$ cat config.mk
export PLATFORM = sky130hd
export DESIGN_NAME = rs422_frame_tx
export DESIGN_NICKNAME = d
export VERILOG_FILES = /design/src/rtl/rs422_frame_pkg.sv /design/src/rtl/uart_tx_shifter.sv /design/src/rtl/rs422_frame_tx.sv
export SDC_FILE = /design/constraint.sdc
export NUM_CORES = 1
export LEC_CHECK = 0
export ABC_AREA = 1
export CELL_PAD_IN_SITES_DETAIL_PLACEMENT = 0
export CELL_PAD_IN_SITES_GLOBAL_PLACEMENT = 1
export CORE_ASPECT_RATIO = 0.75
export CORE_UTILIZATION = 42
export DETAILED_ROUTE_END_ITERATION = 10
export GPL_ROUTABILITY_DRIVEN = 0
export PLACE_DENSITY = 0.88
export SYNTH_ARGS = -nofsm -noshare
export SYNTH_HDL_FRONTEND = slang
export SYNTH_SLANG_ARGS = --single-unit
$ cat constraint.sdc
create_clock -name clk_in -period 2 [get_ports clk_in]
set_input_delay 0.4 -clock clk_in [delete_from_list [all_inputs] [get_ports clk_in]]
set_output_delay 0.4 -clock clk_in [all_outputs]
set_load 0.01 [all_outputs]
$ cat src/rtl/rs422_frame_pkg.sv
// Shared definitions for the RS422 frame link (transmit framer and receive-side decoder).
// Holds the frame delimiter bytes, the character length and the framer FSM encoding.
package rs422_frame_pkg;

  localparam logic [7:0]  HDR0          = 8'hAA;
  localparam logic [7:0]  HDR1          = 8'h55;
  localparam logic [7:0]  TAIL          = 8'hEF;
  localparam int unsigned BITS_PER_CHAR = 10;

  // StWait is the payload underrun hold: line at mark, DE high, tx_ready high.
  typedef enum logic [3:0] {
    StIdle,
    StGuardPre,
    StHdr0,
    StHdr1,
    StLen,
    StPayload,
    StWait,
    StCsum,
    StTail,
    StGuardPost
  } tx_state_e;

endpackage

$ cat src/rtl/uart_tx_shifter.sv
// UART character serialiser: start(0), d7..d0 MSB first, stop(1).
// Ports:
//   clk_in, rst_in : clock, synchronous active-high reset
//   load           : start a new character next cycle (takes priority over everything)
//   byte_in        : character to send, sampled with load
//   idle           : high in the last cycle of the stop bit; a load here gives back-to-back chars
//   txd            : serial output, mark (1) when not sending
module uart_tx_shifter
  import rs422_frame_pkg::*;
#(
  parameter int unsigned CLKS_PER_BIT = 16
) (
  input  logic       clk_in,
  input  logic       rst_in,
  input  logic       load,
  input  logic [7:0] byte_in,
  output logic       idle,
  output logic       txd
);

  localparam int unsigned CW      = $clog2(CLKS_PER_BIT);
  localparam logic [CW-1:0] BaudMax = CW'(CLKS_PER_BIT - 1);
  localparam logic [3:0]    StopIdx = 4'(BITS_PER_CHAR - 1);

  logic [CW-1:0] baud_q;
  logic [3:0]    bit_q;
  logic [8:0]    sh_q;    // remaining data bits followed by the stop bit
  logic          active_q;
  logic          txd_q;
  logic          bit_end;

  assign bit_end = active_q && (baud_q == BaudMax);
  assign idle    = bit_end && (bit_q == StopIdx);
  assign txd     = txd_q;

  always_ff @(posedge clk_in) begin
    if (rst_in) begin
      active_q <= 1'b0;
      txd_q    <= 1'b1;
      baud_q   <= '0;
      bit_q    <= '0;
      sh_q     <= '1;
    end else if (load) begin
      // Counters restart on every load, so timing never accumulates error.
      active_q <= 1'b1;
      txd_q    <= 1'b0;
      baud_q   <= '0;
      bit_q    <= '0;
      sh_q     <= {byte_in, 1'b1};
    end else if (bit_end) begin
      baud_q <= '0;
      if (bit_q == StopIdx) begin
        active_q <= 1'b0;  // txd already at stop level, stays at mark
      end else begin
        txd_q <= sh_q[8];
        sh_q  <= {sh_q[7:0], 1'b1};
        bit_q <= bit_q + 4'd1;
      end
    end else if (active_q) begin
      baud_q <= baud_q + 1'b1;
    end
  end

endmodule

$ cat src/rtl/rs422_frame_tx.sv
// Half-duplex RS422 frame transmitter: sends AA 55 LEN payload CSUM EF and drives DE/RE_n.
// Ports:
//   clk_in, rst_in        : clock, synchronous active-high reset
//   start, len            : frame request and payload length (sampled only when idle)
//   tx_data/valid/ready   : payload byte handshake
//   busy, done, len_err   : status; done pulses as DE drops, len_err on rejected length
//   rs422_de, rs422_re_n  : transceiver enables (identical, half duplex)
//   rs422_di              : serial line, mark = 1
module rs422_frame_tx
  import rs422_frame_pkg::*;
#(
  parameter int unsigned CLKS_PER_BIT = 16,
  parameter int unsigned MAX_LEN      = 16,
  parameter int unsigned LEN_W        = 5
) (
  input  logic             clk_in,
  input  logic             rst_in,
  input  logic             start,
  input  logic [LEN_W-1:0] len,
  input  logic [7:0]       tx_data,
  input  logic             tx_valid,
  output logic             tx_ready,
  output logic             busy,
  output logic             done,
  output logic             len_err,
  output logic             rs422_de,
  output logic             rs422_re_n,
  output logic             rs422_di
);

  localparam int unsigned   CW     = $clog2(CLKS_PER_BIT);
  localparam logic [CW-1:0] CntMax = CW'(CLKS_PER_BIT - 1);

  tx_state_e        state_q, state_d;
  logic [CW-1:0]    cnt_q, cnt_d;
  logic [LEN_W-1:0] len_q, idx_q;
  logic [7:0]       csum_q;
  logic             done_q, len_err_q;
  logic             len_bad, accept, load, shift_idle;
  logic [7:0]       load_byte;

  assign len_bad = len > LEN_W'(MAX_LEN);
  assign accept  = tx_ready && tx_valid;
  assign done    = done_q;
  assign len_err = len_err_q;

  uart_tx_shifter #(
    .CLKS_PER_BIT(CLKS_PER_BIT)
  ) u_shifter (
    .clk_in (clk_in),
    .rst_in (rst_in),
    .load   (load),
    .byte_in(load_byte),
    .idle   (shift_idle),
    .txd    (rs422_di)
  );

  // State register plus frame datapath.
  always_ff @(posedge clk_in) begin
    if (rst_in) begin
      state_q   <= StIdle;
      cnt_q     <= '0;
      len_q     <= '0;
      idx_q     <= '0;
      csum_q    <= '0;
      done_q    <= 1'b0;
      len_err_q <= 1'b0;
    end else begin
      state_q   <= state_d;
      cnt_q     <= cnt_d;
      done_q    <= (state_q == StGuardPost) && (cnt_q == CntMax);
      len_err_q <= (state_q == StIdle) && start && len_bad;
      if ((state_q == StIdle) && start && !len_bad) begin
        len_q  <= len;
        idx_q  <= '0;
        csum_q <= 8'(len);  // checksum covers LEN and payload only
      end else if (accept) begin
        idx_q  <= idx_q + 1'b1;
        csum_q <= csum_q + tx_data;
      end
    end
  end

  // Next-state logic.
  always_comb begin
    state_d = state_q;
    cnt_d   = cnt_q;
    unique case (state_q)
      StIdle: begin
        if (start && !len_bad) begin
          state_d = StGuardPre;
          cnt_d   = '0;
        end
      end
      StGuardPre: begin
        if (cnt_q == CntMax) state_d = StHdr0;
        else                 cnt_d   = cnt_q + 1'b1;
      end
      StHdr0: if (shift_idle) state_d = StHdr1;
      StHdr1: if (shift_idle) state_d = StLen;
      // idx_q is 0 in StLen, so len=0 falls straight through to the checksum.
      StLen, StPayload: begin
        if (shift_idle) begin
          if (idx_q == len_q) state_d = StCsum;
          else if (tx_valid)  state_d = StPayload;
          else                state_d = StWait;
        end
      end
      StWait: if (tx_valid) state_d = StPayload;
      StCsum: if (shift_idle) state_d = StTail;
      StTail: begin
        if (shift_idle) begin
          state_d = StGuardPost;
          cnt_d   = '0;
        end
      end
      StGuardPost: begin
        if (cnt_q == CntMax) state_d = StIdle;
        else                 cnt_d   = cnt_q + 1'b1;
      end
      default: state_d = StIdle;
    endcase
  end

  // Outputs: shifter loads, handshake, transceiver enables.
  always_comb begin
    load       = 1'b0;
    load_byte  = 8'hFF;
    tx_ready   = 1'b0;
    busy       = (state_q != StIdle);
    rs422_de   = busy;
    rs422_re_n = busy;
    unique case (state_q)
      StGuardPre: begin
        load      = (cnt_q == CntMax);
        load_byte = HDR0;
      end
      StHdr0: begin
        load      = shift_idle;
        load_byte = HDR1;
      end
      StHdr1: begin
        load      = shift_idle;
        load_byte = 8'(len_q);
      end
      StLen, StPayload: begin
        if (shift_idle) begin
          if (idx_q == len_q) begin
            load      = 1'b1;
            load_byte = csum_q;
          end else begin
            // Fetch cycle coincides with the stop bit's last cycle: no gap when data is ready.
            tx_ready  = 1'b1;
            load      = tx_valid;
            load_byte = tx_data;
          end
        end
      end
      StWait: begin
        tx_ready  = 1'b1;
        load      = tx_valid;
        load_byte = tx_data;
      end
      StCsum: begin
        load      = shift_idle;
        load_byte = TAIL;
      end
      default: ;
    endcase
  end

endmodule

==> summary.txt <==
Outcome
  – Outcome: finished clean

Global routing
  – Pin count of the biggest net entering global routing: 17
  – Global route total overflow: 0
  – Routing usage on met2: 31.6%
  – All-Layer GR Usage: ~20%
  – Vias in the first global route: between 2,000 and 3,000
  – First-pass GRT wire length: 12,000 µm
  – Grt met3 use: approximately 4.1%
  – Met1 Track Usage GR: between 20% and 30%
  – Global route hottest layer: met2
  – Initial antenna violation count: 0

Run
  – MaxCap Viol Count: 0

Die
  – Core ar.: a little under 7000 µm²
  – Chip Width: 100 µm
  – Std cell rows: 26
  – IO Pins: 24
  – Die Y: about 76 µm
  – Initial Util: 44.0%
  – Die area: around 7600 µm²

Timing
  – Final Hold Fails: 0
  – Crit path time final: approximately 1.9 ns
  – Hold Slack: 0.498 ns
  – Fmax: between 500 and 600 MHz
  – Skew final: about 0.0073 ns
  – Slew of the pin with the lowest slew margin: about 0.36 ns
  – Worst setup margin: between 0.09 and 0.1 ns
  – Fin. max-slew vios: 0
  – Setup TNS: 0 ns
  – Period utilization: 95.1%
  – Relative slew margins: between 70% and 80%
  – RSZ-0062 raised after global routing: yes
  – Final setup viols: 0

Clock network
  – Clock buffer depth: 2
  – Inserted Clock Buffers: 5
  – Clock net sink count: 46
  – Htree depth: 2
  – Worst-path clk slew: around 0.09 ns
  – Worst skew pair latency: ~0.3 ns
  – CTS tree: done
  – CTS Root Cell: clkbuf_8

Route
  – Post-route ant nets: 0
  – DRC: 0
  – Routed wire length: 7340 µm
  – Router iterations before antenna repair: 4
  – 1st-iter DRT viols: roughly 160
  – Post-DR wirelength/cell: 12.3 µm
  – Routed via count: between 2,000 and 3,000
  – Vias per cell: around 4.8

Logic synthesis
  – Async SR Flop Fraction: 0%
  – Mean Syn Cell Area: between 6 and 7 µm²
  – Syn. warnings: 0
  – EDFF count, synth: 0
  – Prevailing post-synth register cell: dfxtp_1
  – Synth unique cells: 39
  – Cells after Synth: between 400 and 500
  – Seq cells post-synth: 46
  – Post-synthesis sequential area ratio: ~30%
  – Synthesized area: slightly above 3000 µm²
  – Syn nets: about 470

Finish
  – Fillcell total: roughly 670
  – Most common cell after layout, fill and taps aside: nand2_1
  – Area Growth Syn to Fin: 22.7%
  – Antenna diodes: 0
  – Ratio of cells with drive above 1 in the final layout: a little under a quarter
  – Fin nets: between 500 and 600
  – Commonest cells after routing, fill and taps aside: nand2_1, inv_1, dfxtp_1, buf_4

Worst setup path
  – Required @ worst endpoint: 1.60 ns
  – Setup CP Type: reg2out
  – Cell family with most CP delay: simple AND/OR/NAND/NOR gates
  – CP max-delay cell: dfxtp_2
  – Critical path capture point type: output pin
  – CP Launch Type: flop
  – Worst Path Buf+Inv: 3
  – Critical path data arrival time: approximately 1.5 ns
  – Critical Path, Cell by Cell: inv_1 > ha_2 > nand3_2 > inv_2 > nand2_2 > nor2_4 > nand2_4 > nand2_4 > buf_2
  – Worst path max stage delay: 0.34 ns
  – Worst-path fanout max: 3
  – Critical Path Most Common Cell: nand2_4

Power
  – Reg power frac: 36.7%
  – Power per cell area: approximately 770 nW/µm²
  – Net switching power: approximately 1.1 mW
  – Combinational share of power: about two fifths
  – Pint: approximately 1.8 mW
  – Sw frac: a little under two fifths
  – Clk pwr share: a little under a quarter
  – Leakage: around 1.8 nW
  – Worst vdd rail ir drop: just over 600 µV

Placement
  – Pre-CTS setup slack: -0.354 ns
  – PortBufs: 23
  – Detailed Place HPWL: 5880 µm

Hold path
  – HP Class: reg2reg
==> state kept, by name, summed over array words and instances (netlist names) <==
register	count
csum_q	8
u_shifter.sh_q	8
idx_q	5
len_q	5
cnt_q	4
state_q	4
u_shifter.baud_q	4
u_shifter.bit_q	4
done	1
len_err	1
u_shifter.active_q	1
u_shifter.txd	1
==> worst register-to-register path: stages (launching register included) <==
cell and delay (ns):
dfxtp_1 0.37, inv_1 0.07, nand2_1 0.05, nand2_1 0.08
nor2_4 0.17, nand3_4 0.10, buf_4 0.18, nand2_1 0.08
nand2_1 0.06, nand2_2 0.14, buf_4 0.15, nor2_4 0.04
nand2_1 0.05, nand2_1 0.04, inv_1 0.05, nand2_1 0.04
==> cells in the mapped netlist (all sizes together) (3+ instances only) <==
master	count	area share [%]
o21ai	28	5.0
nand4	12	3.0
o22ai	6	1.2
xnor2	4	1.1
nand2	136	18
dfxtp	46	30
buf	10	2.6
or2	3	0.62
nand3	27	4.8
nor2	39	7.8
a21oi	32	6.0
ha	12	4.9
xor2	8	2.3
inv	66	8.1
nor3	4	1.1
==> cells by family (layout without fill, tap and decap cells) <==
group,after synthesis,after routing,share of synthesized area (%)
simple gates,223,223,36.2
buf+inv,79,137,11.1
compound gates,69,69,13.1
flops,46,46,30.2
fa+ha+maj,13,13,5.58
xor+xnor,12,12,3.45
mux,1,1,0.328
==> stage by stage <==
stage	total power, mW	cell area [µm²]	std cells	util [%]
2_1_floorplan	1.87	3050	443	-
3_3_place_gp	2.20	3610	591	52.1
3_5_place_dp	2.21	3610	591	52.1
4_1_cts	2.89	3720	599	53.8
5_1_grt	3.06	3740	599	54.0
6_report	2.88	3740	599	54.0
==> path summary, 6_finish.rpt <==
kind | from | endpoint | slack [ns] | depth (start not counted)
min | cnt_q[3]$_SDFFE_PP0P_ | cnt_q[3]$_SDFFE_PP0P_ | 0.50 | 2
max | u_shifter.bit_q[1]$_SDFFE_PP0P_ | tx_ready | 0.1 | 9
min reg2reg | cnt_q[3]$_SDFFE_PP0P_ | cnt_q[3]$_SDFFE_PP0P_ | 0.50 | 2
max reg2reg | len_q[2]$_SDFFE_PP0P_ | u_shifter.sh_q[6]$_SDFFE_PP1P_ | 0.21 | 15
==> repair_timing <==
action / in CTS / in global routing
gates resized for setup: 11 / 14
setup buffers: 0 / 0
pin swaps: 0 / 2
setup endpoints to repair: 5 / 12
hold buffers: 0 / 0
endpoints found under the hold margin: 0 / 0
==> metal layers <==
layer,share of wire [%],wire [µm],vias to the layer above
met5,0,0,-
met4,0.42,31,0
met3,5.8,423,2
met2,40,2960,60
met1,53,3920,1294
li1,-,-,1525
==> area by class of cell <==
cell class / instances / area [µm²] / area share (%)
Clock buffer: 6 / 72.6 / 1.94
Clock inverter: 2 / 37.5 / 1.00
Inverter: 67 / 251 / 6.72
Multi-Input combinational cell: 318 / 1810 / 48.5
Sequential cell: 46 / 930 / 24.8
Tap cell: 98 / 123 / 3.28
Timing Repair Buffer: 62 / 514 / 13.7
==> power groups by stage <==
stage / Clock (mW) / Combinational [mW] / Sequential, mW
2_1_floorplan: 0 / 0.808 / 1.06
3_3_place_gp: 0 / 1.13 / 1.07
3_5_place_dp: 0 / 1.13 / 1.08
4_1_cts: 0.722 / 1.11 / 1.06
5_1_grt: 0.745 / 1.25 / 1.06
6_report: 0.692 / 1.13 / 1.06
Power figures use the tool's default switching activity.
